## src/rtl/video_render_mx.sv

```systemverilog
`default_nettype none
// ============================================================================
// Module      : video_render_mx
// Description : Two-stage pixel renderer. Stage 1 decodes the fetched gfx
//               word (ZX / 16c / 256c / text / 4c) and aligns the side-band
//               inputs with their pixel. Stage 2 composites gfx with the TS
//               layers at a programmable stack position and packs 1, 2 or 4
//               pixels per output byte. Also owns the ZX flash phase.
// Revision    : 1.0 - initial release
// ============================================================================
module video_render_mx #(
    parameter int NLAYERS   = 2,
    parameter int FLASH_DIV = 16,
    parameter int PRIO_W    = 2
) (
    input  logic                 clk,
    input  logic                 rst_n,
    input  logic                 c1,
    input  logic                 frame_start,
    input  logic                 line_start,
    input  logic                 hvpix,
    input  logic                 hvtspix,
    input  logic                 nogfx,
    input  logic [2:0]           render_mode,
    input  logic [3:0]           psel,
    input  logic [3:0]           palsel,
    input  logic [1:0]           hires_mode,
    input  logic [PRIO_W-1:0]    gfx_prio,
    input  logic [NLAYERS-1:0]   ts_en,
    input  logic [8*NLAYERS-1:0] ts_data,
    input  logic [31:0]          data,
    input  logic [7:0]           border_in,
    output logic [7:0]           vplex_out,
    output logic                 vplex_valid,
    output logic                 flash_out
);

    localparam int                FC_W    = (FLASH_DIV > 2) ? $clog2(FLASH_DIV) : 1;
    localparam logic [FC_W-1:0]   FC_LAST = FC_W'(FLASH_DIV - 1);
    localparam logic [PRIO_W-1:0] GFX_MAX = PRIO_W'(NLAYERS);

    // ---------------- decode ----------------
    logic       dot;
    logic [7:0] attr;
    logic [3:0] nib;
    logic [7:0] px_byte;
    logic [7:0] quad_byte;
    logic [1:0] dot2;
    logic [7:0] dec_pix;
    logic       dec_pv;
    logic       dec_ok;
    logic [1:0] hires_eff;

    // Per-mode pixel decode of the fetched word
    always_comb begin
        dot       = data[{1'b0, psel[3], ~psel[2:0]}];
        attr      = psel[3] ? data[31:24] : data[23:16];
        px_byte   = psel[0] ? data[15:8] : data[7:0];
        quad_byte = psel[2] ? data[15:8] : data[7:0];
        case (psel[1:0])
            2'd0:    nib = data[7:4];
            2'd1:    nib = data[3:0];
            2'd2:    nib = data[15:12];
            default: nib = data[11:8];
        endcase
        // 4c dots are MSB-first within each byte
        case (psel[1:0])
            2'd0:    dot2 = quad_byte[7:6];
            2'd1:    dot2 = quad_byte[5:4];
            2'd2:    dot2 = quad_byte[3:2];
            default: dot2 = quad_byte[1:0];
        endcase
        dec_pv  = 1'b0;
        dec_pix = 8'h00;
        dec_ok  = 1'b1;
        case (render_mode)
            3'd0: begin
                dec_pv  = dot ^ (flash_out & attr[7]);
                dec_pix = {palsel, attr[6], dec_pv ? attr[2:0] : attr[5:3]};
            end
            3'd1: begin
                dec_pv  = |nib;
                dec_pix = {palsel, nib};
            end
            3'd2: begin
                dec_pv  = |px_byte;
                dec_pix = px_byte;
            end
            3'd3: begin
                dec_pv  = dot;
                dec_pix = {palsel, dot ? attr[3:0] : attr[7:4]};
            end
            3'd4: begin
                dec_pv  = |dot2;
                dec_pix = {palsel, 2'b00, dot2};
            end
            default: dec_ok = 1'b0;
        endcase
        hires_eff = (hires_mode == 2'd3) ? 2'd0 : hires_mode;
    end

    // ---------------- stage 1 registers ----------------
    logic                 s1_valid;
    logic [7:0]           s1_pix;
    logic                 s1_pv;
    logic                 s1_ok;
    logic [7:0]           s1_border;
    logic [8*NLAYERS-1:0] s1_ts;
    logic [NLAYERS-1:0]   s1_ts_en;
    logic                 s1_hvpix;
    logic                 s1_hvtspix;
    logic                 s1_nogfx;
    logic [PRIO_W-1:0]    s1_prio;
    logic                 s1_ls;
    logic [1:0]           s1_hires;

    // Capture decoded pixel plus all side-band inputs aligned to it
    always_ff @(posedge clk or negedge rst_n) begin
        if (!rst_n) begin
            s1_valid   <= 1'b0;
            s1_pix     <= '0;
            s1_pv      <= 1'b0;
            s1_ok      <= 1'b0;
            s1_border  <= '0;
            s1_ts      <= '0;
            s1_ts_en   <= '0;
            s1_hvpix   <= 1'b0;
            s1_hvtspix <= 1'b0;
            s1_nogfx   <= 1'b0;
            s1_prio    <= '0;
            s1_ls      <= 1'b0;
            s1_hires   <= '0;
        end else if (c1) begin
            s1_valid   <= 1'b1;
            s1_pix     <= dec_pix;
            s1_pv      <= dec_pv;
            s1_ok      <= dec_ok;
            s1_border  <= border_in;
            s1_ts      <= ts_data;
            s1_ts_en   <= ts_en;
            s1_hvpix   <= hvpix;
            s1_hvtspix <= hvtspix;
            s1_nogfx   <= nogfx;
            s1_prio    <= gfx_prio;
            s1_ls      <= line_start;
            s1_hires   <= hires_eff;
        end
    end

    // ---------------- composite ----------------
    logic [NLAYERS-1:0] lay_vis;
    logic               gfx_vis;
    logic [PRIO_W-1:0]  gfx_pos;
    logic [7:0]         video;

    for (genvar i = 0; i < NLAYERS; i++) begin : g_vis
        assign lay_vis[i] = s1_ts_en[i] && (|s1_ts[8*i +: 4]) && (s1_hvpix || s1_hvtspix);
    end

    assign gfx_vis = s1_hvpix && !s1_nogfx && s1_pv;
    assign gfx_pos = (s1_prio > GFX_MAX) ? GFX_MAX : s1_prio;

    // Priority resolve: later assignments win, so paint bottom of stack first
    always_comb begin
        video = (s1_hvpix && !s1_nogfx && s1_ok) ? s1_pix : s1_border;
        for (int i = NLAYERS - 1; i >= 0; i--) begin
            if (i >= int'(gfx_pos) && lay_vis[i]) video = s1_ts[8*i +: 8];
        end
        if (gfx_vis) video = s1_pix;
        for (int i = NLAYERS - 1; i >= 0; i--) begin
            if (i < int'(gfx_pos) && lay_vis[i]) video = s1_ts[8*i +: 8];
        end
    end

    // ---------------- packing ----------------
    logic [1:0] phase;
    logic [1:0] pack_mode;
    logic [5:0] hold;
    logic [1:0] ph_eff;

    // A new line or a hires change abandons any partially packed byte
    assign ph_eff = (s1_ls || (s1_hires != pack_mode)) ? 2'd0 : phase;

    // Pack 1/2/4 pixels per byte; valid pulses only on a completed byte
    always_ff @(posedge clk or negedge rst_n) begin
        if (!rst_n) begin
            vplex_out   <= '0;
            vplex_valid <= 1'b0;
            phase       <= '0;
            pack_mode   <= '0;
            hold        <= '0;
        end else begin
            vplex_valid <= 1'b0;
            if (c1 && s1_valid) begin
                pack_mode <= s1_hires;
                case (s1_hires)
                    2'd1: begin
                        if (ph_eff == 2'd0) begin
                            hold  <= {2'b00, video[3:0]};
                            phase <= 2'd1;
                        end else begin
                            vplex_out   <= {hold[3:0], video[3:0]};
                            vplex_valid <= 1'b1;
                            phase       <= 2'd0;
                        end
                    end
                    2'd2: begin
                        hold <= {hold[3:0], video[1:0]};
                        if (ph_eff == 2'd3) begin
                            vplex_out   <= {hold[5:0], video[1:0]};
                            vplex_valid <= 1'b1;
                            phase       <= 2'd0;
                        end else begin
                            phase <= ph_eff + 2'd1;
                        end
                    end
                    default: begin
                        vplex_out   <= video;
                        vplex_valid <= 1'b1;
                        phase       <= 2'd0;
                    end
                endcase
            end
        end
    end

    // ---------------- flash ----------------
    logic [FC_W-1:0] flash_cnt;
    logic            live;

    // Frame counter for ZX flash; the first edge after reset release is ignored
    always_ff @(posedge clk or negedge rst_n) begin
        if (!rst_n) begin
            flash_cnt <= '0;
            flash_out <= 1'b0;
            live      <= 1'b0;
        end else begin
            live <= 1'b1;
            if (frame_start && live) begin
                if (flash_cnt == FC_LAST) begin
                    flash_cnt <= '0;
                    flash_out <= ~flash_out;
                end else begin
                    flash_cnt <= flash_cnt + 1'b1;
                end
            end
        end
    end

endmodule
`default_nettype wire
```

## config.mk

```make
export PLATFORM = sky130hd
export DESIGN_NAME = video_render_mx
export DESIGN_NICKNAME = d
export VERILOG_FILES = /design/src/rtl/video_render_mx.sv
export SDC_FILE = /design/constraint.sdc
export NUM_CORES = 1
export LEC_CHECK = 0
export ABC_AREA = 1
export ABC_CLOCK_PERIOD_IN_PS = 2380
export CAP_MARGIN = 15
export CORE_MARGIN = 1.5
export CORE_UTILIZATION = 60
export CTS_CLUSTER_SIZE = 14
export DETAILED_ROUTE_END_ITERATION = 7
export DONT_BUFFER_PORTS = 1
export PLACE_DENSITY = 0.76
export SLEW_MARGIN = 20
export SYNTH_ARGS = -nofsm -noshare
export SYNTH_HDL_FRONTEND = slang
export SYNTH_SLANG_ARGS = --single-unit
export TNS_END_PERCENT = 5
```

## constraint.sdc

```tcl
create_clock -name clk -period 2.38 [get_ports clk]
set_input_delay 0.357 -clock clk [delete_from_list [all_inputs] [get_ports clk]]
set_output_delay 0.357 -clock clk [all_outputs]
set_load 0.01 [all_outputs]
```

==> results, run 1 <==
- The total congestion overflow is 0.
- The total global routing track utilization is around 29%.
- Data arrives at the worst endpoint at 2510 ps.
- The cell count after synthesis came out at 672.
- The cell count after placement is 752.
- The non-filler instance count after layout is slightly below 800.
- TritonCTS built the clock tree.
- CTS saw 70 sinks.
- The post-synthesis instance area is 4508 sq um.
- Sorting the synthesized cells by area gives the leading types as sky130_fd_sc_hd__dfrtp_1 39%, sky130_fd_sc_hd__nand2_1 22%, sky130_fd_sc_hd__o21ai_0 6.7%, sky130_fd_sc_hd__inv_1 5.7%, sky130_fd_sc_hd__a21oi_1 3.8%.
- Along the worst path, the maximum fanout reaches 8.
- The total area inside the core boundary comes to approximately 7300 sq um.
- The length of the first detailed-routing pass in iterations is 5.
- The maximum clock frequency is about 0.45 GHz.
- After detailed routing, the average wire length per cell comes to 14.38 um.
- The detailed router placed about 4,300 vias in this run.
- In this run the static leakage power is between 2 and 2.5 nW.
- The leading area contributor after synthesis is sky130_fd_sc_hd__dfrtp_1.
- The final routed wirelength across all metal layers is around 11,000 um.
- The total clock buffers created by CTS is 9.
- After detailed routing, the number of remaining DRC violations is 0.
- The filler cells instantiated in the layout total a little under 700.
- Synthesis instantiated 40 different standard cells from the library.
- The vias per cell is 5.581.
- The Yosys step of the flow raised 0 warnings.
- The first global-routing pass estimated 17,820 um of wire.
- Across all setup checks in the final design, the least slack found is approximately 140 ps.
- The count of nets after finishing is around 750.
- The most frequently used flop master after synthesis is sky130_fd_sc_hd__dfrtp_1.
- The HPWL after detailed placement is around 8400 um.
- Entering global routing, the biggest net connects 72 pins.
- The shortest clock period the worst path allows after layout is 2235 ps.
- The die width is 89.68 um.
- The worst setup timing slack at the placement stage is around 16 ps.
- In the finished design, the share of the clock period the worst path needs comes to between 90% and 100%.
- The CTS H-tree depth is 3.
- The vertical die dimension is 89.68 um.
- At the pin with the least slew margin, the transition time is around 630 ps.
- The latest clock arrival within the worst-skew pair is 360 ps.
- No sink is reached through more buffers than the 2 on the longest clock path.
- The register bit count reported by yosys is 70.
- The kind of launch point of the worst setup path is a register.
- The number of pins with negative max-slew slack in the final report is 0.
- IR analysis of the VDD net gives a maximum drop of 0.4427 mV.
- In this run the core area contains 31 standard-cell rows.
- The total of endpoints with negative setup slack in the final report is 0.
- The area taken by multi-input logic gates is approximately 2400 sq um.
- The number of global-route vias before repair is 4,054.
- In this run the tightest slew margin relative to its limit is about 58%.
- The critical path is of the reg -> reg type.
- The I/O pin total is a little over 90.
- The most repeated cell in the gate-level netlist after synthesis is sky130_fd_sc_hd__nand2_1.
- Clock-pin slew was measured on the worst setup and hold paths at ~80 ps.
- The number of DRC markers after the initial detailed-route iteration is ~290.
- The synthesized design devotes to its leading area cell type roughly 40% of total area.
- The net count after synthesis is between 700 and 800.
- The buffer type at the clock tree root is sky130_fd_sc_hd__clkbuf_8.
- Of the synthesized area, sequential elements account for slightly below 40%.
- The number of inserted diodes is 0.
- The count of flip-flops with a built-in enable after synthesis is 0.
- The congestion estimate from routability-driven global placement came to 0.9372.
- The area added between synthesis and finish is 7.161%.
- The count of buffers added on input and output ports is 0.
- The run finished with clean final reports.
- The reported max-cap violation count is 0.
- The initial antenna violation count came to 0.
- The die covers about 8000 sq um.
- For the worst setup path, the data required time is between 2000 and 3000 ps.
- Once the floorplan was initialized, standard cells occupied 62.15% of the core.
- In this run the power density over the cells is 710.3 nW/um^2.
- Averaged over all synthesized cells, the footprint is between 6 and 7 sq um.
- Across the routed clock network, the largest skew measured is 13.90 ps.
- Registers take between 1500 and 2000 sq um.
- The endpoint type of the worst setup path is a register.
- The fraction of final layout cells with drive strength greater than 1 is between 7 and 8%.
- The number of endpoints with negative hold slack in the final report is 0.
- The min-delay analysis places its worst path in the category in -> reg.
- The antenna violation net count after detailed routing is 0.
- By count the netlist is led by 262 x sky130_fd_sc_hd__nand2_1, 70 x sky130_fd_sc_hd__dfrtp_1, 68 x sky130_fd_sc_hd__inv_1.
- The share of flip-flops with an asynchronous set or reset is between 90% and 100%.
==> flip-flops by register name, summed over array words and instances (netlist names), 2 cells and up <==
register and cells:
flash_cnt 4, s1_ts 16, s1_hires 2, vplex_out 8, hold 6, pack_mode 2
s1_prio 2, s1_ts_en 2, s1_border 8, s1_pix 8, phase 2
==> placed cells by master, fill, tap and decap left out, drive strengths merged <==
| master | synthesis | layout |
|---|---|---|
| mux2i | 6 | 6 |
| nor4 | 3 | 3 |
| a211oi | 1 | 1 |
| nand2 | 267 | 267 |
| nor2 | 40 | 40 |
| xor2 | 3 | 3 |
| a31oi | 2 | 2 |
| o21a | 1 | 1 |
| bufinv | 0 | 2 |
| o31ai | 2 | 2 |
| ha | 5 | 5 |
| dfrtp | 70 | 70 |
| clkinv | 1 | 1 |
| o211ai | 5 | 5 |
| nand3 | 37 | 37 |
| a22o | 1 | 1 |
| nor3 | 9 | 9 |
| a21oi | 34 | 34 |
| clkbuf | 12 | 10 |
| o221ai | 1 | 1 |
| nand3b | 1 | 1 |
| nand4 | 3 | 3 |
| a2bb2oi | 3 | 3 |
| clkinvlp | 0 | 2 |
| conb | 1 | 1 |
| o21bai | 1 | 1 |
| a21boi | 3 | 3 |
| o21ai | 68 | 68 |
| inv | 75 | 77 |
| dlygate4sd3 | 0 | 1 |
| or2 | 5 | 5 |
| o2111ai | 2 | 2 |
| buf | 10 | 4 |
==> repair_timing <==
action | in CTS | in global routing
endpoints found under the hold margin | 70 | 0
resized for setup | 1 | 6
hold buffers | 2 | 0
pin swaps | 0 | 2
setup buffers | 0 | 0
setup endpoints to repair | 1 | 7
==> cell type report <==
cell class	instances	area share, %
Multi-Input combinational cell	504	49.18
Clock inverter	6	1.917
Timing Repair Buffer	5	1.321
Sequential cell	70	36.26
Inverter	76	5.905
Tap cell	99	2.564
Clock buffer	10	2.849
==> path summary, 6_finish.rpt <==
check | start | endpoint | slack [ps] | cells past startpoint
min | hires_mode[0] | s1_hires[1]$_DFFE_PN0P_ | 110 | 1
min reg2reg | s1_valid$_DFFE_PN0P_ | s1_valid$_DFFE_PN0P_ | 470 | 1
min in group asynchronous | rst_n | s1_prio[1]$_DFFE_PN0P_ | 580 | 2
max | s1_hires[0]$_DFFE_PN0P_ | vplex_out[3]$_DFFE_PN0P_ | 140 | 13
max in group asynchronous | rst_n | s1_ts[15]$_DFFE_PN0P_ | 1510 | 2
max reg2reg | s1_hires[0]$_DFFE_PN0P_ | vplex_out[3]$_DFFE_PN0P_ | 140 | 13
==> critical path, cell delays in order, from the launching register on <==
cell	delay, ps
sky130_fd_sc_hd__dfrtp_1	420
sky130_fd_sc_hd__inv_2	90
sky130_fd_sc_hd__nor2_1	50
sky130_fd_sc_hd__nor4_2	350
sky130_fd_sc_hd__inv_1	100
sky130_fd_sc_hd__nor2_2	120
sky130_fd_sc_hd__inv_1	50
sky130_fd_sc_hd__ha_1	210
sky130_fd_sc_hd__nand2_1	80
sky130_fd_sc_hd__inv_1	70
sky130_fd_sc_hd__nor3_4	180
sky130_fd_sc_hd__buf_6	160
sky130_fd_sc_hd__or2_2	100
sky130_fd_sc_hd__a21boi_1	160
==> layer usage <==
layer	track usage, %	vias up	wire (um)	share of wire (%)
met5	0	-	0	0
met4	10.63	0	204	1.8
met3	7.587	22	720	6.5
met2	50.00	155	5505	50
met1	34.74	1985	4644	42
li1	-	2135	-	-
==> kinds of logic after synthesis <==
family	count (synthesis)	share of synthesized area [%]
adders and majority gates	5	1.388
muxes	6	1.332
buffers and inverters	98	8.770
AOI/OAI and AO/OA	124	15.24
and+or+nand+nor	365	33.75
DFF	70	38.86
xor gates and xnor gates	3	0.5830
other	1	0.08318
==> stage by stage <==
stage          util (%)  area, sq um  hold slack [ps]  power, W  TNS (ps)
6_report          66.60         4831            110.3  0.003431         0
5_1_grt           66.60         4831            76.98  0.003646    -1.945
4_1_cts           66.43         4818            74.91  0.003439         0
3_5_place_dp      62.65         4544            62.99  0.002317         0
3_3_place_gp      62.65         4544            63.19  0.002285         0
2_1_floorplan         -         4508            61.41  0.002145         0
==> power breakdown <==
group	switching (W)	internal, W
clock	0.000469	0.000625
sequential	0.000170	0.00138
combinational	0.000494	0.000292
Note: power is estimated with default switching activity, not from simulation.
==> run 2, diff against run 1 <==
Settings changed: BUFFER_PORTS_ARGS set to -buffer_cell sky130_fd_sc_hd__buf_2, CORE_UTILIZATION 60 to 56, DONT_BUFFER_PORTS 1 to unset, PLACE_DENSITY 0.76 to 0.81.
==> results, run 2 (synthesis gave the netlist of run 1 again) <==
- Based on the critical path, the design can be clocked at up to about 0.44 GHz.
- The final hold slack is -5.585 ps.
- The initial antenna violation count is 0.
- The shortest clock period the worst path allows after layout is approximately 2300 ps.
- The vias per cell is between 5 and 6.
- The total congestion overflow is 0.
- The total number of clock tree sinks is 70.
- The run finished, with violations left.
- For the pin with the worst max-slew slack, the measured transition is around 650 ps.
- The worst path uses roughly 95% of the clock period.
- The required time of the worst setup path is between 2000 and 3000 ps.
- The tree is rooted in a sky130_fd_sc_hd__clkbuf_8.
- By startpoint and endpoint, the worst setup path is classified as reg -> reg.
- The library cell contributing the largest single delay on the critical path is sky130_fd_sc_hd__dfrtp_1.
- The total negative setup slack is 0 ps.
- The DRC violation count after routing is 0.
- Power spread over the standard cell area amounts to between 600 and 700 nW/um^2.
- The flip-flop count of the largest register, all copies and words added is 16.
- The first global-routing pass estimated 19,830 um of wire.
- The fraction of final layout cells with drive strength greater than 1 is 18.40%.
- Counting flops per register, the top entry is s1_ts.
- The met3 usage is under 10%.
- For the final database, setup skew stands at around 14 ps.
- Of all nets on the critical path, the largest fanout is 8.
- The kind of launch point of the worst setup path is a register.
- The leakage power is 2.846 nW.
- The overall via count from detail_route is approximately 4,600.
- CTS built an H-tree with a depth of 3.
- The library cells used most frequently in the layout, excluding fill and tap cells, are 262 x sky130_fd_sc_hd__nand2_1, 90 x sky130_fd_sc_hd__buf_2, 70 x sky130_fd_sc_hd__dfrtp_1.
- STA classifies the critical path endpoint as a register.
- The quantity of I/O buffers inserted on ports is 90.
- The clock reaches the later pin of the worst-skew pair after 350 ps.
- The maximum buffer depth of the clock tree is 2.
- The cell count after placement is ~850.
- After the first detailed-routing iteration, the DRC count stood at 357.
- The relative slew slack is between 50% and 60%.
- The initial core utilization is between 50 and 60%.
- The number of global-route vias before repair is between 4,000 and 5,000.
- The area growth from synthesis to layout is 16.74%.
- The layer with the highest usage is met2.
- The number of pins with negative max-slew slack in the final report is 0.
- The sequential cells in the finished layout cover a total of around 1800 sq um.
- The startpoint of the most critical setup path is s1_hires[1]$_DFFE_PN0P_.
- The min-delay analysis places its worst path in the category in -> async.
- The layout has about 700 filler cells.
- The congestion estimate from routability-driven global placement came to a little over 0.9.
- The critical path goes through xor2_1, nor4_2, inv_1, nor2_2, inv_1, ha_1, nand2_1, inv_1, nor3_4, buf_4, or2_2, a21boi_1.
- The clock tree from TritonCTS is yes.
- The die is 92.72 um wide.
- Dividing the detail-routed wire length by the instance count gives 13.40 um.
- The post-DP HPWL is slightly below 9000 um.
- The vertical die dimension is about 93 um.
- The leading cell type in the layout, fill and taps excluded is sky130_fd_sc_hd__nand2_1.
- The checks that failed: negative hold slack.
- The peak per-stage delay on the critical path is approximately 430 ps.
- The I/O pin total is 91.
- The total of endpoints with negative setup slack in the final report is 0.
- The number of setup buffers added after CTS is 0.
- The non-filler instance count after layout is 863.
- The reported max-cap violation count is 0.
- Global routing used between 40% and 50% of the available met2 tracks.
- The largest net degree at the start of global routing is between 40 and 50.
- The startpoint identified for the worst register-to-register timing path is s1_hires[1]$_DFFE_PN0P_.
- The die area is about 8600 sq um.
- The count of standard-cell rows is 32.
- The clock-pin slew of the registers on the worst-case setup and hold paths is ~80 ps.
- The final design utilization is about two thirds.
- For this run, the total global-route usage over all layers was measured as approximately 29%.
- The number of endpoints with negative hold slack in the final report is 5.
- The worst-case vdd ir drop is ~0.36 mV.
- For the worst setup path, the data arrival time is around 2500 ps.
- The number of inserted diodes is 0.
- The placeable core region is slightly below 8000 sq um.
- The antenna violation net count after detailed routing is 0.
- The most common cell type on the critical path is sky130_fd_sc_hd__inv_1.
- The length of the first detailed-routing pass in iterations is 6.
- The area taken by multi-input logic gates is around 2400 sq um.
- The global-route track usage on met1 is 38.51%.
- The total clock buffers created by CTS is 9.
- The final routed wirelength across all metal layers is 11,560 um.
- At the placement stage, the worst setup path has a slack of about 140 ps.
- In the post-route analysis, the smallest setup slack over all paths is roughly 120 ps.
- In the final design database the tool counted approximately 840 nets.
## run 2: changes by cell type in the layout (fill, tap and decap cells not counted), moves of 2 or more
cell,delta
sky130_fd_sc_hd__clkinv_4,+2
sky130_fd_sc_hd__inv_2,-3
sky130_fd_sc_hd__buf_2,+90
sky130_fd_sc_hd__buf_4,+2
sky130_fd_sc_hd__inv_1,+3
## run 2: critical path: cells and delay by family (launching register included)
family | cells | cell delay (ps)
simple gates | 5 | 760
flops | 1 | 430
fa+ha+maj | 1 | 200
compound gates | 1 | 180
buf+inv | 4 | 390
xor+xnor | 1 | 190
## run 2: final timing paths
| kind | cells after the start | to | slack (ps) |
|---|---|---|---|
| worst max-delay path | 12 | vplex_out[5]$_DFFE_PN0P_ | 120 |
| worst min-delay path | 1 | s1_border[5]$_DFFE_PN0P_ | -6 |
| worst max register to register | 12 | vplex_out[5]$_DFFE_PN0P_ | 120 |
| worst min register to register | 1 | s1_valid$_DFFE_PN0P_ | 480 |
| max in group asynchronous | 2 | vplex_out[5]$_DFFE_PN0P_ | 1750 |
| min in group clk | 3 | s1_ts[0]$_DFFE_PN0P_ | 210 |
## run 2: per-layer routing
metal	vias up	part of all wire (%)	routed length [um]
li1	2314	-	-
met1	2108	45	5154
met2	174	48	5517
met3	22	6.0	698
met4	0	1.7	194
met5	-	0	0
## run 2: final cells by class
cell class / instances / area share [%]
repair buffers: 95 / 9.510
flip-flops and latches: 70 / 33.29
clock inverters: 6 / 1.783
inverters: 76 / 5.421
well taps: 102 / 2.425
clock buffers: 10 / 2.425
multi-input cells: 504 / 45.15
## run 2: power by group
part	switching (W)	leakage [nW]	internal [W]
Sequential	0.000132	0.857	0.00138
Combinational	0.000598	1.88	0.000367
Clock	0.000479	0.107	0.000598
Total	0.00121	2.85	0.00234
## run 2: metrics by stage
stage,total power [W],cell area [sq um],hold slack (ps)
3_5_place_dp,0.002483,5026,381.9
5_1_grt,0.003777,5263,35.23
6_report,0.003554,5263,-5.585
3_3_place_gp,0.002447,5026,374.8
2_1_floorplan,0.002145,4508,61.41
4_1_cts,0.003553,5248,9.467
## run 2: timing repair
| item | 4_1_cts | 5_1_grt |
|---|---|---|
| setup endpoints to repair | 0 | 6 |
| resized for setup | 0 | 3 |
| hold buffers | 0 | 0 |
| hold endpoints to repair | 0 | 0 |
==> run 3, diff against run 2 <==
Settings changed: CORE_UTILIZATION 56 to 57, CTS_BUF_LIST set to sky130_fd_sc_hd__clkbuf_2 sky130_fd_sc_hd__clkbuf_4 sky130_fd_sc_hd__clkbuf_8, PLACE_DENSITY 0.81 to 0.82.
==> results, run 3 (synthesis gave the netlist of run 1 again) <==
- After clock tree synthesis, the setup repair step added 0 buffers.
- The placeable core region is just under 8000 sq um.
- The number of gates resized after CTS was 0.
- The count of standard-cell rows is 32.
- After filler insertion, the fill cell instance count of the layout stands at about 720.
- In the routed design, unresolved DRC markers number 0.
- The number of global-route vias before repair was between 4,000 and 5,000.
- The clock-pin slew of the registers on the worst-case setup and hold paths is approximately 90 ps.
- After layout, the minimum clock period comes to roughly 2200 ps.
- The pre-antenna-repair detailed-routing pass consisted of 6 iterations.
- The critical path in this run is classified as reg -> reg.
- Walking the worst path, the cells encountered are inv_1, nor2_1, nor4_2, inv_1, nor2_1, inv_1, ha_1, nand2_1, inv_1, nor3_2, buf_4, or2_2, a21boi_1.
- The leading cell type in the layout, fill and taps excluded is sky130_fd_sc_hd__nand2_1.
- The maximum clock frequency is around 0.46 GHz.
- The slowest stage of the critical path belongs to the cell sky130_fd_sc_hd__dfrtp_1.
- The count of nets after finishing is around 840.
- Data on the critical path is required at its endpoint by between 2000 and 3000 ps.
- The final layout contains routed wiring with a total length of between 10,000 and 15,000 um.
- The worst setup path is captured at a register.
- The relative slew slack is between 50% and 60%.
- The area used by sequential logic in the layout is 1752 sq um.
- The arrival time of data at the critical path endpoint is roughly 2400 ps.
- The flip-flop count of the largest register, all copies and words added is 16.
- The floorplan step defined a die boundary enclosing about 8500 sq um.
- The clock tree from TritonCTS is yes.
- Global routing consumed, over all layers together, 29.47% of the routing resources.
- For this configuration, the core starts out at a cell density of 58.64%.
- In the layout the commonest cells are 262 x sky130_fd_sc_hd__nand2_1, 90 x sky130_fd_sc_hd__buf_2, 70 x sky130_fd_sc_hd__dfrtp_1.
- The register with the most flip-flops is s1_ts.
- The min-delay analysis places its worst path in the category in -> async.
- The maximum buffer depth of the clock tree is 2.
- The count of nets left with antenna violations once routing finished came out at 0.
- The die width is 91.93 um.
- The number of inserted diodes is 0.
- The latest clock arrival within the worst-skew pair is about 340 ps.
- The worst-case vdd ir drop is 0.4366 mV.
- Setup violations remaining at the end of the flow were counted as 0.
- The vertical die dimension is around 92 um.
- In this run, the number of DRC markers left after iteration 0 of detailed routing was 326.
- The final route contains roughly 4,600 vias.
- For this design the ratio of total power to cell area is 666.8 nW/um^2.
- The most common cell type on the critical path is sky130_fd_sc_hd__inv_1.
- The number of endpoints with negative hold slack in the final report is 0.
- The per-cell routed wire length is ~14 um.
- Summed over all nets, the half-perimeter wirelength after detailed placement is between 9000 and 10,000 um.
- The total clock buffers created by CTS is 9.
- The highest fanout seen on the critical path is 8.
- The peak per-stage delay on the critical path is around 400 ps.
- The routability congestion estimate is roughly 0.93.
- In the final layout, the multi-input gates occupy 2367 sq um.
- The post-route netlist has between 10% and 20% of its cells at a drive strength greater than 1.
- The final clock skew is 15.16 ps.
- Adding up every negative setup slack in the final design gives 0 ps.
- The I/O pin total is 91.
- The total overflow left after global routing is 0.
- Counting cells, the worst reg-to-reg path comes to 13.
- The flow ran to the end, and the final reports show no timing, DRC or antenna violations.
- The area added between synthesis and finish is 16.40%.
- The reported max-cap violation count is 0.
- After detailed routing, the number of vias per cell comes to between 5 and 6.
- The final critical path takes up 91.35% of the cycle.
- The CTS H-tree depth is 3.
- Entering global routing, the biggest net connects 70 pins.
- Cells fill between 60% and 70% of the core in the end.
- Hold repair after CTS inserted 0 buffers.
- The leakage power is 2.845 nW.
- In this run the tool buffered the top-level ports with 90 buffer cells.
- The initial antenna violation count is 0.
- The worst setup path is launched from a register.
- At the pin with the least slew margin, the transition time is ~670 ps.
- Clock tree synthesis selected as its root buffer the cell sky130_fd_sc_hd__clkbuf_8.
- The tree built by TritonCTS fans out to 70 sinks.
- The number of pins with negative max-slew slack in the final report is 0.
- The first global-routing pass estimated about 20,000 um of wire.
## run 3: worst paths after layout
path,to,slack (ps),start
max in group asynchronous,s1_ts[0]$_DFFE_PN0P_,1710,rst_n
worst min register to register,s1_valid$_DFFE_PN0P_,480,s1_valid$_DFFE_PN0P_
min in group clk,s1_border[6]$_DFFE_PN0P_,210,border_in[6]
worst min-delay path,s1_border[3]$_DFFE_PN0P_,6,rst_n
worst max register to register,vplex_out[5]$_DFFE_PN0P_,210,s1_hires[0]$_DFFE_PN0P_
worst max-delay path,vplex_out[5]$_DFFE_PN0P_,210,s1_hires[0]$_DFFE_PN0P_
## run 3: layer usage
| layer | track usage (%) | routed length, um | vias to the layer above | part of all wire [%] |
|---|---|---|---|---|
| met3 | 5.556 | 653 | 31 | 5.5 |
| met2 | 50.12 | 5713 | 160 | 48 |
| li1 | - | - | 2316 | - |
| met4 | 9.744 | 317 | 0 | 2.7 |
| met1 | 37.67 | 5148 | 2119 | 44 |
| met5 | 0 | 0 | - | 0 |
## run 3: layout make-up
class                      count  area share, %
clock buffer                  11          2.885
clock inverter                 5          1.216
inverter                      76          5.436
multi-input combinational    504          45.11
sequential                    70          33.38
tap                          102          2.432
timing repair buffer          95          9.537
## run 3: through the flow
step           instance area, sq um  setup WS (ps)  total power, W  hold WS, ps  std cells
6_report                       5248          205.9        0.003499        6.216        863
5_1_grt                        5248         -3.021        0.003719        46.89        863
4_1_cts                        5241          198.2        0.003506        21.28        863
3_5_place_dp                   5026          219.1        0.002491        394.1        847
3_3_place_gp                   5026          271.4        0.002456        382.2        847
2_1_floorplan                  4508          233.9        0.002145        61.41        672
## run 3: report_power, final
part / total, W / switching, W / internal, W
combinational: 0.000971 / 0.000604 / 0.000367
sequential: 0.00151 / 0.000132 / 0.00138
clock: 0.00102 / 0.000465 / 0.000551
total: 0.00350 / 0.00120 / 0.00230
## run 3: critical path, delay by kind of cell (launching register included)
family | cells | cell delay, ps
AOI/OAI and AO/OA | 1 | 150
adders and majority gates | 1 | 200
buffers and inverters | 5 | 480
DFF | 1 | 400
and+or+nand+nor | 6 | 860
